`src/rtl/div_popcount_engine.sv`:
```
// div_popcount_engine
//   Runtime-programmable clock divider plus a sequential popcount engine.
//   The divider runs freely from clk_in and produces clk_out, count and an
//   internal tick. On each tick the engine consumes LANE_W bits of a word
//   latched on an accepted start. It reports the number of one and zero bits.
//
// Optional feature macro: POPCOUNT_MAXRUN_EN
//   When defined, this adds the output max_run: the longest run of
//   consecutive 1 bits in the latched word.
//
// Ports:
//   clk_in       - sole clock, rising edge
//   reset        - synchronous, active-high reset
//   start        - request a new count (accepted only while busy=0)
//   binary_input - word latched on an accepted start
//   div_ratio    - divisor N (0 treated as 1), sampled every cycle
//   busy         - engine running
//   done         - one-cycle pulse, results valid
//   count_ones   - number of 1 bits in the latched word
//   count_zeros  - number of 0 bits in the latched word
//   max_run      - longest run of 1s (only with POPCOUNT_MAXRUN_EN)
//   clk_out      - registered divided clock
//   count        - divider counter value
module div_popcount_engine #(
  parameter int DATA_W = 32,
  parameter int LANE_W = 4,
  parameter int DIV_W  = 4,
  localparam int CW    = $clog2(DATA_W + 1)
) (
  input  logic              clk_in,
  input  logic              reset,
  input  logic              start,
  input  logic [DATA_W-1:0] binary_input,
  input  logic [DIV_W-1:0]  div_ratio,
  output logic              busy,
  output logic              done,
  output logic [CW-1:0]     count_ones,
  output logic [CW-1:0]     count_zeros,
`ifdef POPCOUNT_MAXRUN_EN
  output logic [CW-1:0]     max_run,
`endif
  output logic              clk_out,
  output logic [DIV_W-1:0]  count
);

  localparam int STEPS = DATA_W / LANE_W;
  localparam int SW    = $clog2(STEPS + 1);

  typedef enum logic {IDLE, RUN} state_t;

  state_t             state_q, state_d;
  logic [DATA_W-1:0]  shift_q, shift_d;
  logic [SW-1:0]      step_q, step_d;
  logic [CW-1:0]      ones_d, zeros_d, lane_ones;
  logic               done_d;

  // ---------------- divider ----------------
  logic [DIV_W-1:0] neff;
  logic [DIV_W:0]   half;
  logic             tick;
  logic [DIV_W-1:0] count_nxt;

  always_comb begin
    neff      = (div_ratio == '0) ? DIV_W'(1) : div_ratio;
    half      = ({1'b0, neff} + (DIV_W+1)'(1)) >> 1;   // ceil(Neff/2)
    // >= rather than == so that lowering div_ratio mid-period wraps at once
    tick      = (count >= neff - DIV_W'(1));
    count_nxt = tick ? '0 : count + DIV_W'(1);
  end

  // clk_out is computed from the next count so it matches count after the edge
  always_ff @(posedge clk_in) begin
    if (reset) begin
      count   <= '0;
      clk_out <= 1'b1;
    end else begin
      count   <= count_nxt;
      clk_out <= ({1'b0, count_nxt} < half);
    end
  end

  // ---------------- popcount engine ----------------
  logic load, step_en;

  assign load    = (state_q == IDLE) && start;
  assign step_en = (state_q == RUN) && tick;
  assign busy    = (state_q == RUN);

  always_comb begin
    lane_ones = '0;
    for (int unsigned i = 0; i < LANE_W; i++)
      lane_ones = lane_ones + CW'(shift_q[i]);
  end

  always_comb begin
    state_d = state_q;
    shift_d = shift_q;
    step_d  = step_q;
    ones_d  = count_ones;
    zeros_d = count_zeros;
    done_d  = 1'b0;
    case (state_q)
      IDLE: begin
        if (start) begin
          shift_d = binary_input;
          step_d  = '0;
          ones_d  = '0;
          zeros_d = '0;
          state_d = RUN;
        end
      end
      RUN: begin
        if (tick) begin
          ones_d  = count_ones + lane_ones;
          zeros_d = count_zeros + (CW'(LANE_W) - lane_ones);
          shift_d = shift_q >> LANE_W;
          step_d  = step_q + SW'(1);
          if (step_q == SW'(STEPS - 1)) begin
            state_d = IDLE;
            done_d  = 1'b1;
          end
        end
      end
      default: state_d = IDLE;
    endcase
  end

  always_ff @(posedge clk_in) begin
    if (reset) begin
      state_q     <= IDLE;
      shift_q     <= '0;
      step_q      <= '0;
      count_ones  <= '0;
      count_zeros <= '0;
      done        <= 1'b0;
    end else begin
      state_q     <= state_d;
      shift_q     <= shift_d;
      step_q      <= step_d;
      count_ones  <= ones_d;
      count_zeros <= zeros_d;
      done        <= done_d;
    end
  end

`ifdef POPCOUNT_MAXRUN_EN
  // The run length carries across lanes, so bits are scanned LSB first.
  logic [CW-1:0] run_q, run_d, max_d;

  always_comb begin
    run_d = run_q;
    max_d = max_run;
    if (load) begin
      run_d = '0;
      max_d = '0;
    end else if (step_en) begin
      for (int unsigned i = 0; i < LANE_W; i++) begin
        if (shift_q[i]) begin
          run_d = run_d + CW'(1);
          if (run_d > max_d) max_d = run_d;
        end else begin
          run_d = '0;
        end
      end
    end
  end

  always_ff @(posedge clk_in) begin
    if (reset) begin
      run_q   <= '0;
      max_run <= '0;
    end else begin
      run_q   <= run_d;
      max_run <= max_d;
    end
  end
`endif

endmodule
```
`config.mk`:
```
export PLATFORM = sky130hd
export DESIGN_NAME = div_popcount_engine
export DESIGN_NICKNAME = d
export VERILOG_FILES = /design/src/rtl/div_popcount_engine.sv
export SDC_FILE = /design/constraint.sdc
export NUM_CORES = 1
export LEC_CHECK = 0
export ABC_AREA = 1
export BUFFER_PORTS_ARGS = -buffer_cell sky130_fd_sc_hd__buf_2
export CAP_MARGIN = 30
export CORE_MARGIN = 3
export CORE_UTILIZATION = 45
export DETAILED_ROUTE_END_ITERATION = 6
export PLACE_DENSITY = 0.76
export SLEW_MARGIN = 20
export SYNTH_ARGS = -nofsm -noshare
export SYNTH_HDL_FRONTEND = slang
export SYNTH_SLANG_ARGS = --single-unit
export TNS_END_PERCENT = 5
```
`constraint.sdc`:
```
create_clock -name clk_in -period 2.8 [get_ports clk_in]
set_input_delay 0.42 -clock clk_in [delete_from_list [all_inputs] [get_ports clk_in]]
set_output_delay 0.42 -clock clk_in [all_outputs]
set_load 0.005 [all_outputs]
```
# After elaboration in Yosys (flattened, before gate mapping)
# Index checks and enable logic that the tools add are counted.
# op_classes
n_reduce_logical	3
addsub	10
muxes	18
n_lt_le_gt_ge	2
bitwise	2
n_eq_ne	3
# ops
operator	count
$mux W32	2
$pmux W32 S2	1
$pmux W6 S2	2
$mux W6	3
$mux W4	4
$add A4 B1 Y4 const B	2
$pmux W4 S2	1
$add A6 B4 Y6	1
$add A6 B6 Y6	1
$add A4 B1 Y5 const B	1
$sub A3 B4 Y5 const A	1
$add A3 B1 Y4	1
$eq A4 B3 Y1 const B	1
$ge A4 B4 Y1	1
$logic_not A4 Y1	1
$lt A4 B4 Y1	1
$mux W1	4
$sub A4 B1 Y4 const B	1
$add A2 B1 Y3	1
$reduce_or A3 Y1	1
$add A1 B1 Y2	1
$ne A2 B1 Y1 const B	1
$ne A2 B2 Y1 const B	1
$not A1 Y1	2
other kinds (2)	2
# word_totals
inputBits	39
wordCells	46
register_bits	55
output_inout_bits	19

# Longest topological paths before layout
# depth
depth_word	7
mapped_depth	18
mapped_depth_nobuf	18

# Least setup slack after synthesis
# No wires, ideal clock.
# synth_path
path_kind	register to register
startpoint	reg shift_q[0]
endpoint	reg count_zeros[4]
period_less_slack_ns	2.900
setup_time_ns	0.140
stages_incl_launch_ff	17
arrival_ns	2.760
required_time_ns	2.660
path_buffers	0
slack_ns	-0.100
cell_sequence	dfxtp_1 > fa_1 > ha_1 > ha_1 > inv_1 > ha_1 > inv_1 > ha_1 > inv_1 > ha_1 > inv_1 > nor2_1 > nor2_1 > o21bai_1 > or2_2 > nand3_1 > a21oi_2
# synth_between
elab_chain_len	7
# synth_rtl
item	line_no	source
from (decl)	52	logic [DATA_W-1:0] shift_q, shift_d;
from (signal assigned)	138	shift_q <= shift_d;
$add A1 B1 Y2	92	lane_ones = lane_ones + CW'(shift_q[i]);
$add A2 B1 Y3	92	
$add A3 B1 Y4	92	
$sub A3 B4 Y5	115	zeros_d = count_zeros + (CW'(LANE_W) - lane_ones);
$add A6 B6 Y6	115	
$mux W6	113	if (tick) begin
$pmux W6 S2	102	case (state_q)
to (signal assigned)	141	count_zeros <= zeros_d;
to (decl)	38	output logic [CW-1:0] count_zeros,
# No other way between the ends. The select of a mux whose other input is x is not followed.
# A chain may end at the register's enable or synchronous reset.

# Worst setup path after layout
# layout_path
startpoint	reg shift_q[0]
endpoint	reg count_zeros[3]
# Same word-level chain as after synthesis.

==> impl_metrics.yaml <==
flow_run:
  cap_viol_max_count: 0
synth:
  syn-instance-count: 447
  synth-main-ff-cell: "dfxtp_1"
  ys_seq_elements: 55
  yosysTopAreaCellShare: 0.353
  yosysUniqueCellTypes: 28
  seq_area_frac_synth: 0.353
  yosys.area.top_type: "dfxtp_1"
  synth-edff-count: 0
  synth.net_count: 511
  syn_avg_cell_area_um2: 6.98
  synth.area.top_cells: "dfxtp_1 (35%), nand2_1 (16%), ha_1 (8.8%)"
  yosysWarnings: 0
  netlist_area_um2: 3120
  synthArstFlopShare: 0
global_routing:
  grt_pass1_wl_mm: 11.5
  grt_overflow: 0
  grt_pass1_vias: 2701
  grt_start_max_net_pins: 33
  track_usage: 0.179
  antenna_found_initial: 0
cts:
  clk_latency_ps: 310
  cts_tree: "built"
  htreeDepth: 2
  numCtsBuffers: 5
  path_clk_slew_ps: 100
  root_buffer: "clkbuf_8"
  clock_path_buffers: 2
  cts_sinks: 55
timing:
  max_freq_mhz: 354
  setup_viol: 2
  fin_crit_sh: 1.01
  fin_ws_ps: -27.3
  rsz0062_at_grt: "yes"
  hold_viol_final: 0
  period_minus_slack_ps: 2830
  max_slew_margin: 0.447
  fin_skew_ps: 8.22
  tns_ps: -47.0
  slew_violations: 0
  tightest_slew_ps: 829
placed_design:
  portBuffers: 57
  globalplace.congestion: 0.863
  place_area_um2: 3480
  hpwl_mm: 4.83
floorplanning:
  die_h_um: 89.2
  dieArea_um2: 7960
  start_util: 0.477
  die-width_um: 89.2
  row_count: 29
  io-pin-count: 58
  fp.coreArea_um2: 6530
finish:
  fin_nets: 565
  diodes: 0
  final_common_cell: "nand2_1"
  drive_gt1_frac: 0.251
  areaGrowthSynthToFinish_pct: 17.1
  design_area_um2: 3650
  layout_common_cells: "nand2_1 (131), nor2_1 (68), buf_2 (57), dfxtp_1 (53), o21ai_0 (31)"
drt:
  ant_nets: 0
  drc_errors: 0
  vias: 2897
  drt-initial-drc-count: 92
  drt-total-wl_mm: 6.84
  dr.pass1.iters: 4
  wire_per_inst_um: 11.8
  vias_per_cell: 5.00
run_status:
  outcome: "complete, but fails checks"
  violations: "negative setup slack"
worst_setup_path:
  startpoint_type: "register"
  critPathCaptureType: "register"
  cp_max_fo: 3
  cp_data_required_time_ps: 3030
  worstSetupPathType: "register to register"
  cp_data_arrival_time_ps: 3060
power_and_ir_drop:
  p_per_area_nw_per_um2: 512
  p_leak_nw: 1.83
  ir_drop_mv: 0.311
hold_path:
  hp-class: "input port to register"
state kept, by name, summed over array words and instances (netlist names):
register     cells
busy             1
count            4
done             1
clk_out          1
count_zeros      6
shift_q         32
step_q           4
count_ones       6
logic make-up after synthesis:
kind of cell | Yosys count | share of synthesized area
xor gates and xnor gates | 8 | 0.0225
DFF | 55 | 0.353
AOI/OAI and AO/OA | 62 | 0.115
adders and majority gates | 25 | 0.108
buffers and inverters | 55 | 0.0795
and+or+nand+nor | 242 | 0.322
worst paths after layout:
check,start,end,slack [ps],cells past startpoint
hold / removal,binary_input[31],shift_q[31],360,3
setup reg to reg,shift_q[0],count_zeros[3],-30,14
hold reg to reg,shift_q[31],shift_q[31],470,2
setup / recovery,shift_q[0],count_zeros[3],-30,14
metal layers:
metal,share of wire,routed length (µm),vias up,track usage
met1,0.45,3100,1311,0.216
met5,0,0,-,0
met3,0.043,291,8,0.0359
met2,0.49,3350,67,0.308
met4,0.014,93,0,0.0758
li1,-,-,1511,-
power by group:
part | leakage (nW) | internal (mW) | switching, mW
clock | 0.0491 | 0.185 | 0.280
sequential | 0.452 | 0.844 | 0.0359
combinational | 1.33 | 0.224 | 0.301
total | 1.83 | 1.25 | 0.617
area by class of cell:
type | instances | area, µm²
fillers | 633 | 2880
clock buffers | 5 | 68.8
flip-flops and latches | 55 | 1100
multi-input cells | 337 | 1850
clock inverters | 3 | 26.3
repair buffers | 68 | 380
well taps | 77 | 96.3
inverters | 34 | 130
cells in the mapped netlist, types with 2 or more instances:
cell type,n
nor3_1,4
ha_1,22
a21oi_2,10
xor2_1,4
or2_2,7
o21ai_0,31
nor2_1,70
dfxtp_1,55
clkbuf_1,14
buf_2,2
nand2_4,3
xnor2_1,4
a31oi_1,2
buf_6,3
inv_1,33
nand2_2,12
nand2_1,131
a21oi_1,16
fa_1,3
nand3_1,13
timing repair:
action,4_1_cts,5_1_grt
cloned,0,0
setup endpoints to repair,3,4
setup buffers,4,0
pin swaps,11,7
hold buffers,0,0
resized for setup,11,3
critical path, stage by stage (launching register included):
cell and delay, ps:
dfxtp_2 340, fa_1 480, ha_2 200, ha_4 280, inv_4 40, ha_4 140, inv_2 60, ha_4 200
inv_2 60, ha_4 200, a21oi_1 200, inv_1 60, a31oi_1 210, nor2_1 70, o31ai_1 210
through the flow:
step / setup slack (ps) / hold WS, ps / util / total power [mW] / cells
2_1_floorplan: 40.9 / 439 / - / 1.23 / 447
3_3_place_gp: -9.39 / 449 / 0.532 / 1.34 / 567
3_5_place_dp: -109 / 459 / 0.532 / 1.36 / 567
4_1_cts: -51.4 / 346 / 0.557 / 1.88 / 579
5_1_grt: -147 / 350 / 0.559 / 2.00 / 579
6_report: -27.3 / 357 / 0.559 / 1.87 / 579
No activity file was read; power rests on OpenSTA's default activity.
